==> config.mk <==
export PLATFORM = sky130hd
export DESIGN_NAME = ex_stage_mc
export DESIGN_NICKNAME = d
export VERILOG_FILES = /design/src/rtl/ex_stage_mc.sv
export SDC_FILE = /design/constraint.sdc
export NUM_CORES = 1
export LEC_CHECK = 0
export ABC_AREA = 0
export CAP_MARGIN = 20
export CORE_MARGIN = 2
export CORE_UTILIZATION = 35
export DETAILED_ROUTE_END_ITERATION = 10
export GPL_ROUTABILITY_DRIVEN = 0
export HOLD_SLACK_MARGIN = 0.15
export PLACE_DENSITY_LB_ADDON = 0.15
export SLEW_MARGIN = 20
export SYNTH_ARGS = -nofsm -noshare
export SYNTH_HDL_FRONTEND = slang
export SYNTH_SLANG_ARGS = --single-unit
==> constraint.sdc <==
create_clock -name clk -period 4.02 [get_ports clk]
set_input_delay 0.402 -clock clk [delete_from_list [all_inputs] [get_ports clk]]
set_output_delay 0.402 -clock clk [all_outputs]
set_load 0.05 [all_outputs]
==> src/rtl/ex_stage_mc.sv <==
// Execute stage: operand forwarding, saturating add/sub, logic, shift/rotate, shift-add MUL.
// Latency 1 (single-cycle ops) or WIDTH edges after accept (MUL); in_ready=~busy, flush kills the in-flight op.
module ex_stage_mc #(
   parameter int WIDTH = 16,
   parameter int SHW   = $clog2(WIDTH)
) (
   input  logic             clk,
   input  logic             rst,
   input  logic             in_valid,
   output logic             in_ready,
   input  logic             flush,
   input  logic             alusrc,
   input  logic             memenable,
   input  logic             pcread,
   input  logic             flag_en,
   input  logic [1:0]       branch,
   input  logic [1:0]       forward_aluin1,
   input  logic [1:0]       forward_aluin2,
   input  logic [3:0]       aluop,
   input  logic [WIDTH-1:0] SrcData1,
   input  logic [WIDTH-1:0] SrcData2,
   input  logic [WIDTH-1:0] imm,
   input  logic [WIDTH-1:0] forward_DstData_MEM,
   input  logic [WIDTH-1:0] forward_DstData_WB,
   output logic [WIDTH-1:0] aluout,
   output logic             out_valid,
   output logic             busy,
   output logic [2:0]       flag_out
);

   localparam int MSB = WIDTH - 1;
   localparam logic [3:0] OP_ADD = 4'd0;
   localparam logic [3:0] OP_SUB = 4'd1;
   localparam logic [3:0] OP_XOR = 4'd2;
   localparam logic [3:0] OP_AND = 4'd3;
   localparam logic [3:0] OP_SLL = 4'd4;
   localparam logic [3:0] OP_SRA = 4'd5;
   localparam logic [3:0] OP_ROR = 4'd6;
   localparam logic [3:0] OP_MUL = 4'd7;
   localparam logic [SHW:0]   CNT_LAST = (SHW+1)'(WIDTH-1);
   localparam logic [WIDTH-1:0] SAT_POS = {1'b0, {(WIDTH-1){1'b1}}};
   localparam logic [WIDTH-1:0] SAT_NEG = {1'b1, {(WIDTH-1){1'b0}}};

   typedef enum logic {S_IDLE, S_MUL} state_t;
   state_t state, state_nxt;

   logic [WIDTH-1:0] src_a, src_b, op_a, op_b;
   logic [WIDTH-1:0] sum, diff, res;
   logic             ovf_add, ovf_sub, res_v;
   logic [SHW-1:0]   amt, amt_neg;
   logic             accept, flag_upd, mul_done;

   logic [WIDTH-1:0] mul_a, mul_b, acc, acc_next;
   logic [SHW:0]     cnt;
   logic             mul_flag_upd;

   // Operand selection; any code with bit 1 set picks the WB value.
   always_comb begin
      case (forward_aluin1)
         2'b00:   src_a = SrcData1;
         2'b01:   src_a = forward_DstData_MEM;
         default: src_a = forward_DstData_WB;
      endcase
      case (forward_aluin2)
         2'b00:   src_b = SrcData2;
         2'b01:   src_b = forward_DstData_MEM;
         default: src_b = forward_DstData_WB;
      endcase
   end

   assign op_a = memenable ? {src_a[WIDTH-1:1], 1'b0} : src_a;
   assign op_b = alusrc ? (memenable ? {imm[WIDTH-2:0], 1'b0} : imm) : src_b;

   assign sum     = op_a + op_b;
   assign diff    = op_a - op_b;
   assign ovf_add = (op_a[MSB] == op_b[MSB]) && (sum[MSB]  != op_a[MSB]);
   assign ovf_sub = (op_a[MSB] != op_b[MSB]) && (diff[MSB] != op_a[MSB]);
   assign amt     = op_b[SHW-1:0];
   // WIDTH is a power of two, so (WIDTH - amt) mod WIDTH is simply -amt.
   assign amt_neg = -amt;

   always_comb begin
      res   = op_b;
      res_v = 1'b0;
      case (aluop)
         OP_ADD: begin
            res   = ovf_add ? (op_a[MSB] ? SAT_NEG : SAT_POS) : sum;
            res_v = ovf_add;
         end
         OP_SUB: begin
            res   = ovf_sub ? (op_a[MSB] ? SAT_NEG : SAT_POS) : diff;
            res_v = ovf_sub;
         end
         OP_XOR:  res = op_a ^ op_b;
         OP_AND:  res = op_a & op_b;
         OP_SLL:  res = op_a << amt;
         OP_SRA:  res = $signed(op_a) >>> amt;
         OP_ROR:  res = (op_a >> amt) | (op_a << amt_neg);
         default: res = op_b;
      endcase
   end

   assign accept   = in_valid && !busy && !flush;
   assign flag_upd = flag_en && (branch == 2'b00) && !pcread;
   assign mul_done = (cnt == CNT_LAST);
   assign acc_next = acc + (mul_b[0] ? mul_a : '0);

   always_ff @(posedge clk or posedge rst) begin
      if (rst) state <= S_IDLE;
      else     state <= state_nxt;
   end

   always_comb begin
      state_nxt = state;
      case (state)
         S_IDLE:  if (accept && aluop == OP_MUL) state_nxt = S_MUL;
         S_MUL:   if (flush || mul_done) state_nxt = S_IDLE;
         default: state_nxt = S_IDLE;
      endcase
   end

   always_comb begin
      busy     = (state == S_MUL);
      in_ready = !busy;
   end

   always_ff @(posedge clk or posedge rst) begin
      if (rst) begin
         aluout       <= '0;
         out_valid    <= 1'b0;
         flag_out     <= 3'b000;
         mul_a        <= '0;
         mul_b        <= '0;
         acc          <= '0;
         cnt          <= '0;
         mul_flag_upd <= 1'b0;
      end else begin
         out_valid <= 1'b0;
         if (flush) begin
            cnt <= '0;
         end else if (accept) begin
            if (aluop == OP_MUL) begin
               mul_a        <= op_a;
               mul_b        <= op_b;
               acc          <= '0;
               cnt          <= '0;
               mul_flag_upd <= flag_upd;
            end else begin
               aluout    <= res;
               out_valid <= 1'b1;
               if (flag_upd) begin
                  if (aluop == OP_ADD || aluop == OP_SUB) begin
                     flag_out[2] <= res[MSB];
                     flag_out[1] <= res_v;
                  end
                  if (aluop <= OP_ROR) flag_out[0] <= (res == '0);
               end
            end
         end else if (busy) begin
            // One multiplier bit consumed per edge, LSB first.
            acc   <= acc_next;
            mul_a <= mul_a << 1;
            mul_b <= mul_b >> 1;
            if (mul_done) begin
               cnt       <= '0;
               aluout    <= acc_next;
               out_valid <= 1'b1;
               if (mul_flag_upd) flag_out[0] <= (acc_next == '0);
            end else begin
               cnt <= cnt + 1'b1;
            end
         end
      end
   end

endmodule

==> flow_metrics.tcl, run 1 <==
set metrics [dict create \
    grt_overflow 0 \
    coreArea_um2 27900 \
    wire_per_inst_um 21.2 \
    synth_common_cells "nand2_1 (159), nor2_1 (139), a21oi_1 (112), o21ai_0 (104), mux2i_1 (102)" \
    path_class "in -> reg" \
    hp-start "mul_b[3]" \
    min-delay-path-class "reg -> reg" \
    ctsHoldBuffers 0 \
    p_per_area_nw_per_um2 318 \
    antenna_cells 0 \
    critPathArrivalTime_ns 5.93 \
    combPwrFrac 0.604 \
    synth_area_um2 9980 \
    finClkSkew_ns 0.00925 \
    slew_violations 0 \
    tightest_slew_ns 0.882 \
    drt_pass1_iterations 5 \
    cp-startpoint "SrcData1[7]" \
    initial_core_util 0.357 \
    violations "negative setup slack" \
    port_buffers 119 \
    rows 61 \
    min_period_over_period 1.42 \
    drive_above_1_share 0.299 \
    grt_pass1_vias 12100 \
    rrSetupSlack_ns 0.09 \
    slew_headroom 0.406 \
    r2r-start "mul_a[0]" \
    yosysSeqAreaShare 0.188 \
    seq_power_share 0.197 \
    hold_slack_ns 0.477 \
    cts_buffers 9 \
    ys.flop_type "dfrtp_1" \
    status "finished, violations left" \
    drv_cap 0 \
    drcViolationCount 0 \
    dieArea_um2 29900 \
    synth_cells 1355 \
    switching_share 0.414 \
    area_delta_synth_final_pct 50.7 \
    startpoint_type "primary input" \
    dpl_worst_slack_ns -2.79 \
    vias_per_cell 5.79 \
    fmax_mhz 176 \
    cts_max_path_buffers 2 \
    synth_nets 1506 \
    synth_area_per_cell_um2 7.37 \
    fin_crit_ns 5.69 \
    p_sw_mw 1.98 \
    clock_power_share 0.199 \
    yosysTopAreaCellShare 0.188 \
    synthDistinctLibCells 85 \
    cts_sinks 75 \
    dpl.hpwl_mm 35.4 \
    yosysWarnings 0 \
    multi_input_area_um2 8090 \
    ir_drop_uv 181 \
    hold_viol 0 \
    cts_tree "yes" \
    io_pins 120 \
    die_width_um 173 \
    fillCellCount 2650 \
    clkLatencyLatePin_ns 0.34 \
    p_leak_nw 6.76 \
    synthArstFlopShare 1.00 \
    grt_usage 0.296 \
    grt_max_degree 77 \
    drt-initial-drc-count 1461 \
    intPower_mw 2.80 \
    antenna_found_initial 0 \
    ys_ff_latch 75 \
    cp_max_fo 3 \
    cp.required_ns 4.25 \
    r2r-end "flag_out[0]" \
    fin_ws_ns -1.67 \
    wl_mm 45.4 \
    synth-edff-count 0 \
    holdPathStages 2 \
    grt_pass1_wl_mm 69.8 \
    synth_area_leader_cell "dfrtp_1" \
    die_y_um 173 \
    reg2regPathDepth 14 \
    cts.clk_slew.worst_paths_ns 0.06 \
    finalSetupViolations 19 \
    rsz0062_at_grt "true" \
    htree_levels 3 \
    vias 12400 \
    synth_area_leaders "dfrtp_1 (19%), mux2i_1 (10%), ha_1 (6.1%)" \
    regArea_um2 1880 \
    synth_most_common_cell "nand2_1" \
    fin_nets 1910 \
    ant_nets 0 \
    root_buffer "clkbuf_16" \
    crit_path_end_kind "register" \
    hold_end "mul_b[3]" \
]
[layout make-up]
type                    instances  share of cell area
well taps                     378              0.0314
clock inverters                 6             0.00749
inverters                      51              0.0131
multi-input cells            1137               0.538
flip-flops and latches         75               0.125
repair buffers                485               0.269
clock buffers                  10              0.0159
[layout by cell type (no fill, tap or decap), types with 24 or more instances in the layout]
| master | instances |
|---|---|
| buf_4 | 336 |
| nand2_1 | 156 |
| nor2_1 | 136 |
| a21oi_1 | 98 |
| mux2i_1 | 98 |
| o21ai_0 | 92 |
| clkdlybuf4s50_1 | 92 |
| dfrtp_1 | 75 |
| ha_1 | 44 |
| inv_1 | 38 |
| nor3_1 | 33 |
| xnor2_1 | 29 |
| buf_6 | 27 |
| a31oi_1 | 25 |
| nand3_1 | 24 |
[flip-flops by register name, indices dropped and copies added (netlist names)]
signal	count
acc	16
aluout	16
busy	1
cnt	5
flag_out	3
mul_a	16
mul_b	16
mul_flag_upd	1
out_valid	1
[worst max-delay path, stage by stage]
cell	delay, ns
clkdlybuf4s50_1	0.48
mux2i_2	0.09
o21ai_4	0.16
ha_4	0.22
or4_4	0.53
a211oi_2	0.23
nand4b_1	0.22
nor3_2	0.06
o31ai_2	0.23
a21oi_1	0.11
o21bai_1	0.18
a21oi_1	0.10
nor2_1	0.09
nor2_1	0.06
fa_2	0.56
inv_1	0.05
o2111a_2	0.14
or2_4	0.25
o21ai_2	0.14
o311ai_2	0.12
a2111oi_2	0.25
a31oi_1	0.15
nand2b_1	0.17
or4_4	0.50
nor4_4	0.19
a41oi_2	0.16
o41ai_2	0.07
[power by group through the flow]
stage          combinational (mW)  clock [mW]  sequential [mW]
2_1_floorplan                1.29           0             1.04
3_5_place_dp                 2.54           0            0.956
6_report                     2.89       0.953            0.944
4_1_cts                      2.73       0.966            0.944
5_1_grt                      3.07       0.999            0.958
3_3_place_gp                 2.52           0            0.954
[worst max-delay path by stage]
stage | endpoint | slack [ns] | cells past startpoint
floorplan | flag_out[0] | -1.85 | 31
global placement | flag_out[0] | -2.63 | 30
detailed placement | flag_out[0] | -2.79 | 30
CTS | flag_out[0] | -1.82 | 30
global route | flag_out[0] | -1.89 | 28
finish | flag_out[0] | -1.67 | 27
[stage by stage]
step           instances  utilization  cell area (µm²)  TNS, ns  total power [mW]
2_1_floorplan       1355            -            10200   -17.57              2.33
3_3_place_gp        2070        0.491            13700   -34.74              3.48
3_5_place_dp        2070        0.491            13700   -35.98              3.49
4_1_cts             2135        0.530            14800   -20.61              4.64
5_1_grt             2142        0.539            15000   -24.04              5.02
6_report            2142        0.539            15000   -20.22              4.79
[what timing repair did]
| item | 4_1_cts | 5_1_grt |
|---|---|---|
| pin swaps | 58 | 29 |
| buffers inserted | 55 | 22 |
| gates resized for setup | 130 | 42 |
| setup endpoints to repair | 19 | 19 |
[kinds of logic (layout without fill, tap and decap cells)]
logic type / Yosys count / in the layout / synth area share
and+or+nand+nor: 469 / 469 / 0.215
AOI/OAI and AO/OA: 443 / 443 / 0.289
buffers and inverters: 143 / 552 / 0.0594
muxes: 134 / 134 / 0.145
DFF: 75 / 75 / 0.188
adders and majority gates: 53 / 53 / 0.0694
xor gates and xnor gates: 38 / 38 / 0.0333
[layer usage]
| metal | share of wire | routed length (µm) | track usage |
|---|---|---|---|
| met1 | 0.42 | 19300 | 0.400 |
| met2 | 0.43 | 19500 | 0.455 |
| met3 | 0.089 | 4030 | 0.0558 |
| met4 | 0.056 | 2520 | 0.138 |
| met5 | 0 | 0 | 0 |
No activity file was read; power rests on OpenSTA's default activity.
==> inputs of run 2 (changes only) <==
ABC_AREA = not set   (was 0)
==> results of run 2 <==
Same layout as run 1: the final DEF is identical, and so are final timing and power.
==> inputs of run 3 (changes only) <==
CAP_MARGIN = 40   (was 20)
clock period = 6.6 ns   (was 4.02 ns; I/O delays follow)
==> flow_metrics.tcl, run 3 (synthesis gave the netlist of run 1 again) <==
set metrics [dict create \
    status "finished, final reports clean" \
    layout_commonest_cell "buf_4" \
    rsz0062_at_grt "true" \
    ctsHoldBuffers 0 \
    tightest_slew_ns 0.792 \
    wl_mm 41.7 \
    vias_per_cell 5.94 \
    area_delta_synth_final_pct 31.6 \
    grt_usage 0.270 \
    min-delay-path-class "reg -> reg" \
    placed_cells 1900 \
    cts_sinks 75 \
    grt_pass1_vias 11000 \
    finalSetupViolations 0 \
    p_per_area_nw_per_um2 198 \
    drive_above_1_share 0.173 \
    cts.clk_slew.worst_paths_ns 0.06 \
    dieArea_um2 29900 \
    p_leak_nw 5.69 \
    rows 61 \
    path_buf_inv 5 \
    wire_per_inst_um 21.4 \
    slew_violations 0 \
    min_period_over_period 0.976 \
    rrSetupSlack_ns 2.33 \
    fin_crit_ns 6.44 \
    drt-initial-drc-count 1439 \
    cts_buffers 9 \
    cp_slowest_cell "fa_1" \
    path_class "in -> reg" \
    ant_nets 0 \
    root_buffer "clkbuf_16" \
    fin_nets 1716 \
    critPathMaxStageDelay_ns 0.61 \
    die_width_um 173 \
    grt_max_degree 53 \
    hold_slack_ns 0.482 \
    vias 11600 \
    drv_cap 0 \
    coreArea_um2 27900 \
    cts_tree "yes" \
    mostFrequentLayoutCells "buf_4 (162), nand2_1 (157), nor2_1 (138)" \
    startpoint_type "primary input" \
    fillCellCount 2869 \
    cpMostUsedCell "nor2_1" \
    drcViolationCount 0 \
    initial_core_util 0.357 \
    fmax_mhz 155 \
    final_cells 1948 \
    port_buffers 119 \
    die_y_um 173 \
    slew_headroom 0.470 \
    drt_pass1_iterations 8 \
    crit_path_end_kind "register" \
    post-route-util 0.470 \
    critPathArrivalTime_ns 6.67 \
    finClkSkew_ns 0.00827 \
    p_total_mw 2.60 \
    hold_viol 0 \
    htree_levels 3 \
    ir_drop_uv 128 \
    cp.required_ns 6.83 \
    antenna_found_initial 0 \
    io_pins 120 \
    cp_top_family "compound AO/OA/AOI/OAI gates" \
    cp_max_fo 3 \
    antenna_cells 0 \
    dpl.hpwl_mm 32.6 \
    grt_pass1_wl_mm 64.1 \
    cts_max_path_buffers 2 \
    grt_overflow 0 \
    clkLatencyLatePin_ns 0.34 \
]
[run 3: worst paths after layout]
path,startpoint,end,cells past startpoint
setup reg to reg,mul_b[0],flag_out[0],14
min in group asynchronous,rst,cnt[2],3
max in group asynchronous,rst,acc[12],4
hold reg to reg,mul_b[8],mul_b[8],2
setup / recovery,forward_DstData_MEM[7],flag_out[0],31
hold / removal,mul_b[8],mul_b[8],2
[run 3: report_power, final]
group	leakage, nW	internal [mW]	switching, mW
registers	0.994	0.529	0.0512
clock network	0.161	0.380	0.200
logic	4.54	0.588	0.847
total	5.69	1.50	1.10
[run 3: worst min-delay path: cells and delay by family, from the launching register on]
kind	cells	cell delay, ns
AO/OA/AOI/OAI	1	0.06
flip-flops	1	0.34
AND/OR/NAND/NOR	1	0.05
[run 3: timing repair]
item / in CTS / in global routing
resized for setup: 21 / 22
endpoints found under the setup margin: 1 / 2
cloned: 0 / 0
setup buffers: 24 / 4
endpoints found under the hold margin: 0 / 0
pin swaps: 14 / 20
[run 3: per-layer routing]
layer / vias up / GRT usage / part of all wire
met5: - / 0 / 0
met1: 5389 / 0.377 / 0.44
met2: 648 / 0.404 / 0.42
li1: 5388 / - / -
met4: 0 / 0.0992 / 0.042
met3: 148 / 0.0649 / 0.10
[run 3: cell type report]
class,instances,area (µm²),share of cell area
flip-flops and latches,75,1880,0.143
clock buffers,10,239,0.0182
well taps,378,473,0.0360
inverters,51,193,0.0147
clock inverters,6,113,0.00857
repair buffers,291,2540,0.194
multi-input cells,1137,7690,0.586
[run 3: stage by stage]
step / cell area [µm²] / TNS, ns / setup slack [ns]
2_1_floorplan: 9990 / 0 / 0.0339
3_3_place_gp: 12300 / -0.672 / -0.570
3_5_place_dp: 12400 / -0.981 / -0.790
4_1_cts: 13000 / 0 / 0.0499
5_1_grt: 13100 / -0.105 / -0.0968
6_report: 13100 / 0 / 0.160
==> edit 1 (settings of run 2) <==
Set the parameter `WIDTH` to 8 (it was 16).
--- a/src/rtl/ex_stage_mc.sv
+++ b/src/rtl/ex_stage_mc.sv
@@ -3,3 +3,3 @@
 module ex_stage_mc #(
-   parameter int WIDTH = 16,
+   parameter int WIDTH = 8,
    parameter int SHW   = $clog2(WIDTH)
Ports: changed (6 resized); port bits go from 120 to 72. The function was not compared with the original's and may differ.
==> edit 1 against run 2 <==
  * The run still ends with setup timing left
  * Sequential power shrank 44%
  * Via count shrank 57%
  * Setup slack gained 1700 ps
  * Power shrank 57%
  * Synthesized area shrank 52%
  * Final area shrank 55%
  * First-iteration DRC count shrank 61%
  * Routed wire length shrank 63%
  * Sequential cell count shrank 33
  * Critical endpoint unchanged
==> edit 1: results (changes against run 2) <==
Root Driver - clkbuf_16
final setup violation count - 1 (-18)
Post-layout nets - 852 (-55%)
1st-iter DRT viols - 571 (-61%)
worst-path fanout max - 4 (+1)
final setup margin - -0.851 ps (+1670 ps)
Yosys Warn Count - 0 (unchanged)
DP Wirelength - 12.8 mm (-64%)
DR WL met3 - 1.15 mm (-71%)
latest clock arrival within the worst-skew pair - 290 ps (-50 ps)
GRT Util Overall - 0.229 (-0.0667)
Reg2Reg Depth - 11 (-3)
LEAKAGE - 2.99 nW (-56%)
Pre-antenna DRT Iters - 6 (+1)
syn nets - 709 (-53%)
cts bufs inserted - 5 (-4)
met1 WL - 7.91 mm (-59%)
Placed Instance Area - 6270 um2 (-54%)
placed cell count - 921 (-56%)
failing checks - setup timing
Hold Vio Cnt, Final - 0 (unchanged)
distinct cell type count after synthesis - 78 (-8.2%)
Synth top cells by count - nand2_1 (75), nor2_1 (67), a21oi_1 (43)
pre-CTS WS - -674 ps (+2110 ps)
vias in the first global route - 5157 (-57%)
Post-Layout Cell Count - 942 (-56%)
HP Class - flip-flop to flip-flop
global-route wire length before repair - 27.0 mm (-61%)
Fin Setup TNS - -0.851 ps (+20220 ps)
Max-slew headroom - 0.377 (-0.0293)
largest net degree at the start of global routing - 43 (-44%)
Post-synth ARST share - 1.00 (unchanged)
Critical Path AT - 4240 ps (-1690 ps)
Ant. Diodes - 0 (unchanged)
Clock transition at path regs - 60 ps (about the same)
Pint - 1.23 mW (-56%)
Vias/cell - 5.66 (-2.2%)
status - complete, but fails checks
hold path cells - 2 (unchanged)
H-tree depth - 2 (-1)
sequential area share after synthesis - 0.219 (+0.0305)
worst vdd ir - 0.000163 V (-9.6%)
clk buf depth - 2 (unchanged)
routed wire length per instance - 17.8 um (-16%)
Synth Instances - 622 (-54%)
layout cells sized above 1 - 0.235 (-0.0638)
most area-consuming cells after synthesis - dfrtp_1 (22%), mux2i_1 (6.7%), ha_1 (6.5%), nand2_1 (5.9%), nor2_1 (5.2%)
port bufs - 71 (-40%)
uppermost layer routed - met4
initial antenna violation count - 0 (unchanged)
Fill cells - 1284 (-52%)
met2 wire len - 7.36 mm (-62%)
Final Skew - 3.21 ps (-6.04 ps)
edit 1: worst max-delay path, cell delays in order:
cell	delay (ps)
buf_8	110
mux2_4	300
o211ai_1	250
and2_4	200
ha_4	130
nor2b_4	150
o21ai_2	90
a31oi_4	190
nor2_1	60
o21bai_1	170
a21oi_2	90
fa_2	650
nor2_4	50
a31oi_2	170
buf_4	150
o21a_1	180
o211ai_1	130
o41ai_2	380
and2_1	170
nand4b_1	90
o21ai_1	130
edit 1: area by class of cell:
type	count	area, um2	area share
Tap cell	176	220	0.0327
Multi-Input combinational cell	508	3680	0.547
Clock inverter	1	5.00	0.000743
Clock buffer	7	143	0.0212
Inverter	31	121	0.0180
Timing Repair Buffer	177	1510	0.224
Sequential cell	42	1050	0.156
edit 1: worst paths after layout:
kind                                      endpoint  slack [ps]                  from
min in group asynchronous       acc[5]$_DFFE_PP0P_         560                   rst
max in group asynchronous       acc[0]$_DFFE_PP0P_        3070                   rst
setup / recovery           flag_out[0]$_DFFE_PP0P_        -0.9     forward_aluin2[0]
setup reg to reg           flag_out[0]$_DFFE_PP0P_        1280  mul_b[0]$_DFFE_PP0P_
hold / removal                mul_a[7]$_DFFE_PP0P_         480  mul_a[7]$_DFFE_PP0P_
hold reg to reg               mul_a[7]$_DFFE_PP0P_         480  mul_a[7]$_DFFE_PP0P_
edit 1: cells by family (layout without fill, tap and decap cells):
group                    Yosys count  in the layout  share of synthesized area
AND/OR/NAND/NOR                  211            211                      0.205
AO/OA/AOI/OAI                    206            206                      0.293
buffers and inverters             72            216                     0.0708
multiplexers                      46             46                      0.102
flip-flops                        42             42                      0.219
adder cells (fa/ha/maj)           29             29                     0.0817
XOR/XNOR                          16             16                     0.0291
edit 1: timing repair:
action                                  4_1_cts  5_1_grt
resized for setup                            40       52
buffers inserted                              6        7
hold buffers                                  0        0
endpoints found under the setup margin        9        8
pin swaps                                    18       25
edit 1: layer usage:
layer	global-route usage	vias to the layer above
met1	0.336	2504
met5	0	-
met2	0.351	218
met4	0.0539	0
met3	0.0381	39
li1	-	2572
edit 1: power by group through the flow:
stage	clock network (mW)	logic [mW]	registers, mW
after floorplan	0	0.561	0.591
after global placement	0	0.993	0.536
after detailed placement	0	0.996	0.539
after CTS	0.421	1.03	0.531
after global routing	0.444	1.18	0.539
final	0.412	1.10	0.531
==> edit 2 (config.mk and constraints of run 2) <==
Without the edit above. Put one more register stage on the output `flag_out`, with the module's reset. The value now appears one clock later. The other outputs are not delayed to match.
--- a/src/rtl/ex_stage_mc.sv
+++ b/src/rtl/ex_stage_mc.sv
@@ -44,2 +44,4 @@
    typedef enum logic {S_IDLE, S_MUL} state_t;
+
+   logic [2:0] flag_s0;
    state_t state, state_nxt;
@@ -130,3 +132,3 @@
          out_valid    <= 1'b0;
-         flag_out     <= 3'b000;
+         flag_s0      <= 3'b000;
          mul_a        <= '0;
@@ -152,6 +154,6 @@
                   if (aluop == OP_ADD || aluop == OP_SUB) begin
-                     flag_out[2] <= res[MSB];
-                     flag_out[1] <= res_v;
+                     flag_s0[2] <= res[MSB];
+                     flag_s0[1] <= res_v;
                   end
-                  if (aluop <= OP_ROR) flag_out[0] <= (res == '0);
+                  if (aluop <= OP_ROR) flag_s0[0] <= (res == '0);
                end
@@ -167,3 +169,3 @@
                out_valid <= 1'b1;
-               if (mul_flag_upd) flag_out[0] <= (acc_next == '0);
+               if (mul_flag_upd) flag_s0[0] <= (acc_next == '0);
             end else begin
@@ -175,2 +177,10 @@
 
+   always_ff @(posedge clk or posedge rst) begin
+      if (rst) begin
+         flag_out <= '0;
+      end else begin
+         flag_out <= flag_s0;
+      end
+   end
+
 endmodule
Formal check against the unedited RTL: not equivalent (a bounded check fails within 4 cycles, from zero or initial values and one cycle with rst high).
==> edit 2 against run 2 <==
  * Critical path type unchanged
  * Clock skew decreased by 2.4 ps
  * Fmax increased by 11%
  * Sequential cell count increased by 3
  * Sequential share of layout area increased by 0.31 points
  * Setup slack improved by 570 ps
  * Largest power group unchanged
  * Routed wire length increased by 7.7%
  * Final area increased by 1.5%
  * The flow still finishes with violations (setup timing)
  * Sequential power about the same
  * Die area increased by 2.9%
  * Highest routed layer unchanged
  * Power decreased by 2.2%
  * Synthesized area increased by 3.0%
==> edit 2: results (changes against run 2) <==
status - complete, but fails checks
failing checks - setup timing
met1 usage - 0.412 (+0.0117)
Worst Tran Pin Value - 1010 ps (+131 ps)
r2r setup slk - 20 ps (-70 ps)
LEAKAGE - 6.98 nW (+3.2%)
beginning of the worst hold path - flag_s0[2]$_DFFE_PP0P_
hold path endpoint - flag_out[2]$_DFF_PP0_
Root Driver - clkbuf_16
hold_ws - 387 ps (-89.9 ps)
global-route wire length before repair - 74.3 mm (+6.5%)
Setup crit end kind - flip-flop
Final Skew - 6.84 ps (-2.41 ps)
initial antenna violation count - 1 (+1)
met3 GRT Util - 0.0732 (+0.0173)
Yosys Warn Count - 0 (unchanged)
CP startpoint - forward_aluin2[0]
final setup violation count - 19 (unchanged)
latest clock arrival within the worst-skew pair - 340 ps (about the same)
Initial Util - 0.357 (about the same)
port bufs - 119 (unchanged)
layout cells sized above 1 - 0.300 (+0.00102)
Pre-antenna DRT Iters - 6 (+1)
distinct cell type count after synthesis - 92 (+8.2%)
sequential area share after synthesis - 0.190 (+0.00181)
GRT Util Overall - 0.310 (+0.0144)
Critical Path AT - 5390 ps (-540 ps)
WL final - 48.8 mm (+7.7%)
Post-layout nets - 1924 (+0.73%)
most area-consuming cells after synthesis - dfrtp_1 (19%), mux2i_1 (10%), nand2_1 (6.1%), ha_1 (6.0%), o21ai_0 (5.7%)
largest net degree at the start of global routing - 79 (+2.6%)
crit path max-delay cell type - fa_2
H-tree depth - 3 (unchanged)
pre-CTS WS - -1750 ps (+1030 ps)
FF-to-FF Start - mul_a[0]$_DFFE_PP0P_
clk buf depth - 2 (unchanged)
Synth top cells by count - nand2_1 (166), o21ai_0 (118), nor2_1 (115)
Vias/cell - 5.93 (+2.4%)
Routed Antenna Nets - 0 (unchanged)
Reg2Reg Depth - 15 (+1)
Fin Setup TNS - -14810 ps (+5410 ps)
DP Wirelength - 37.4 mm (+5.5%)
GRT met2 Usage - 0.467 (+0.0119)
R2R Path End - flag_s0[0]$_DFFE_PP0P_
vias in the first global route - 12500 (+3.7%)
ys flop type - dfrtp_1
syn nets - 1528 (+1.5%)
worst vdd ir - 0.000198 V (+9.8%)
cts bufs inserted - 9 (unchanged)
Worst Setup Start Kind - primary input
worst stage delay on the critical path - 590 ps (+30 ps)
hold path cells - 0 (-2)
Clock transition at path regs - 60 ps (about the same)
1st-iter DRT viols - 1497 (+2.5%)
final setup margin - -1100 ps (+575 ps)
HP Class - flip-flop to flip-flop
worst-path fanout max - 5 (+2)
## edit 2: cell type report
| cell class | instances | area (um2) |
|---|---|---|
| fill | 2782 | 13500 |
| multi-input combinational | 1156 | 8250 |
| timing repair buffer | 482 | 4080 |
| sequential | 78 | 1950 |
| tap | 384 | 480 |
| clock buffer | 11 | 253 |
| inverter | 46 | 174 |
| clock inverter | 5 | 81.3 |
## edit 2: logic make-up after synthesis
group | synth area share
XOR/XNOR | 0.0290
multiplexers | 0.141
flip-flops | 0.190
adder cells (fa/ha/maj) | 0.0674
AO/OA/AOI/OAI | 0.292
AND/OR/NAND/NOR | 0.219
buffers and inverters | 0.0619
## edit 2: metrics by stage
step | instances | total power, mW | instance area (um2)
finish | 2162 | 4.68 | 15300
global route | 2162 | 4.90 | 15300
CTS | 2153 | 4.54 | 15000
detailed placement | 2093 | 3.40 | 14000
global placement | 2092 | 3.40 | 14000
floorplan | 1377 | 2.31 | 10500
## edit 2: layer usage
layer,wire length [um],share of wire
met2,20400,0.42
met1,20200,0.41
met3,5140,0.11
met4,3080,0.063
met5,0,0
## edit 2: power by group
group | leakage [nW] | switching, mW | total, mW | internal, mW
logic | 5.77 | 1.55 | 2.83 | 1.28
registers | 1.05 | 0.0620 | 0.947 | 0.885
clock network | 0.162 | 0.327 | 0.904 | 0.578
## edit 2: worst max-delay path, delay by kind of cell
family	cells	cell delay [ps]
AO/OA/AOI/OAI	13	2330
AND/OR/NAND/NOR	10	1230
adder cells (fa/ha/maj)	2	740
buffers and inverters	3	350
multiplexers	1	310
## edit 2: timing repair
| action | in CTS | in global routing |
|---|---|---|
| pin swaps | 66 | 66 |
| hold buffers | 0 | 0 |
| buffers inserted | 52 | 19 |
| setup endpoints to repair | 19 | 19 |
| gates resized for setup | 133 | 57 |
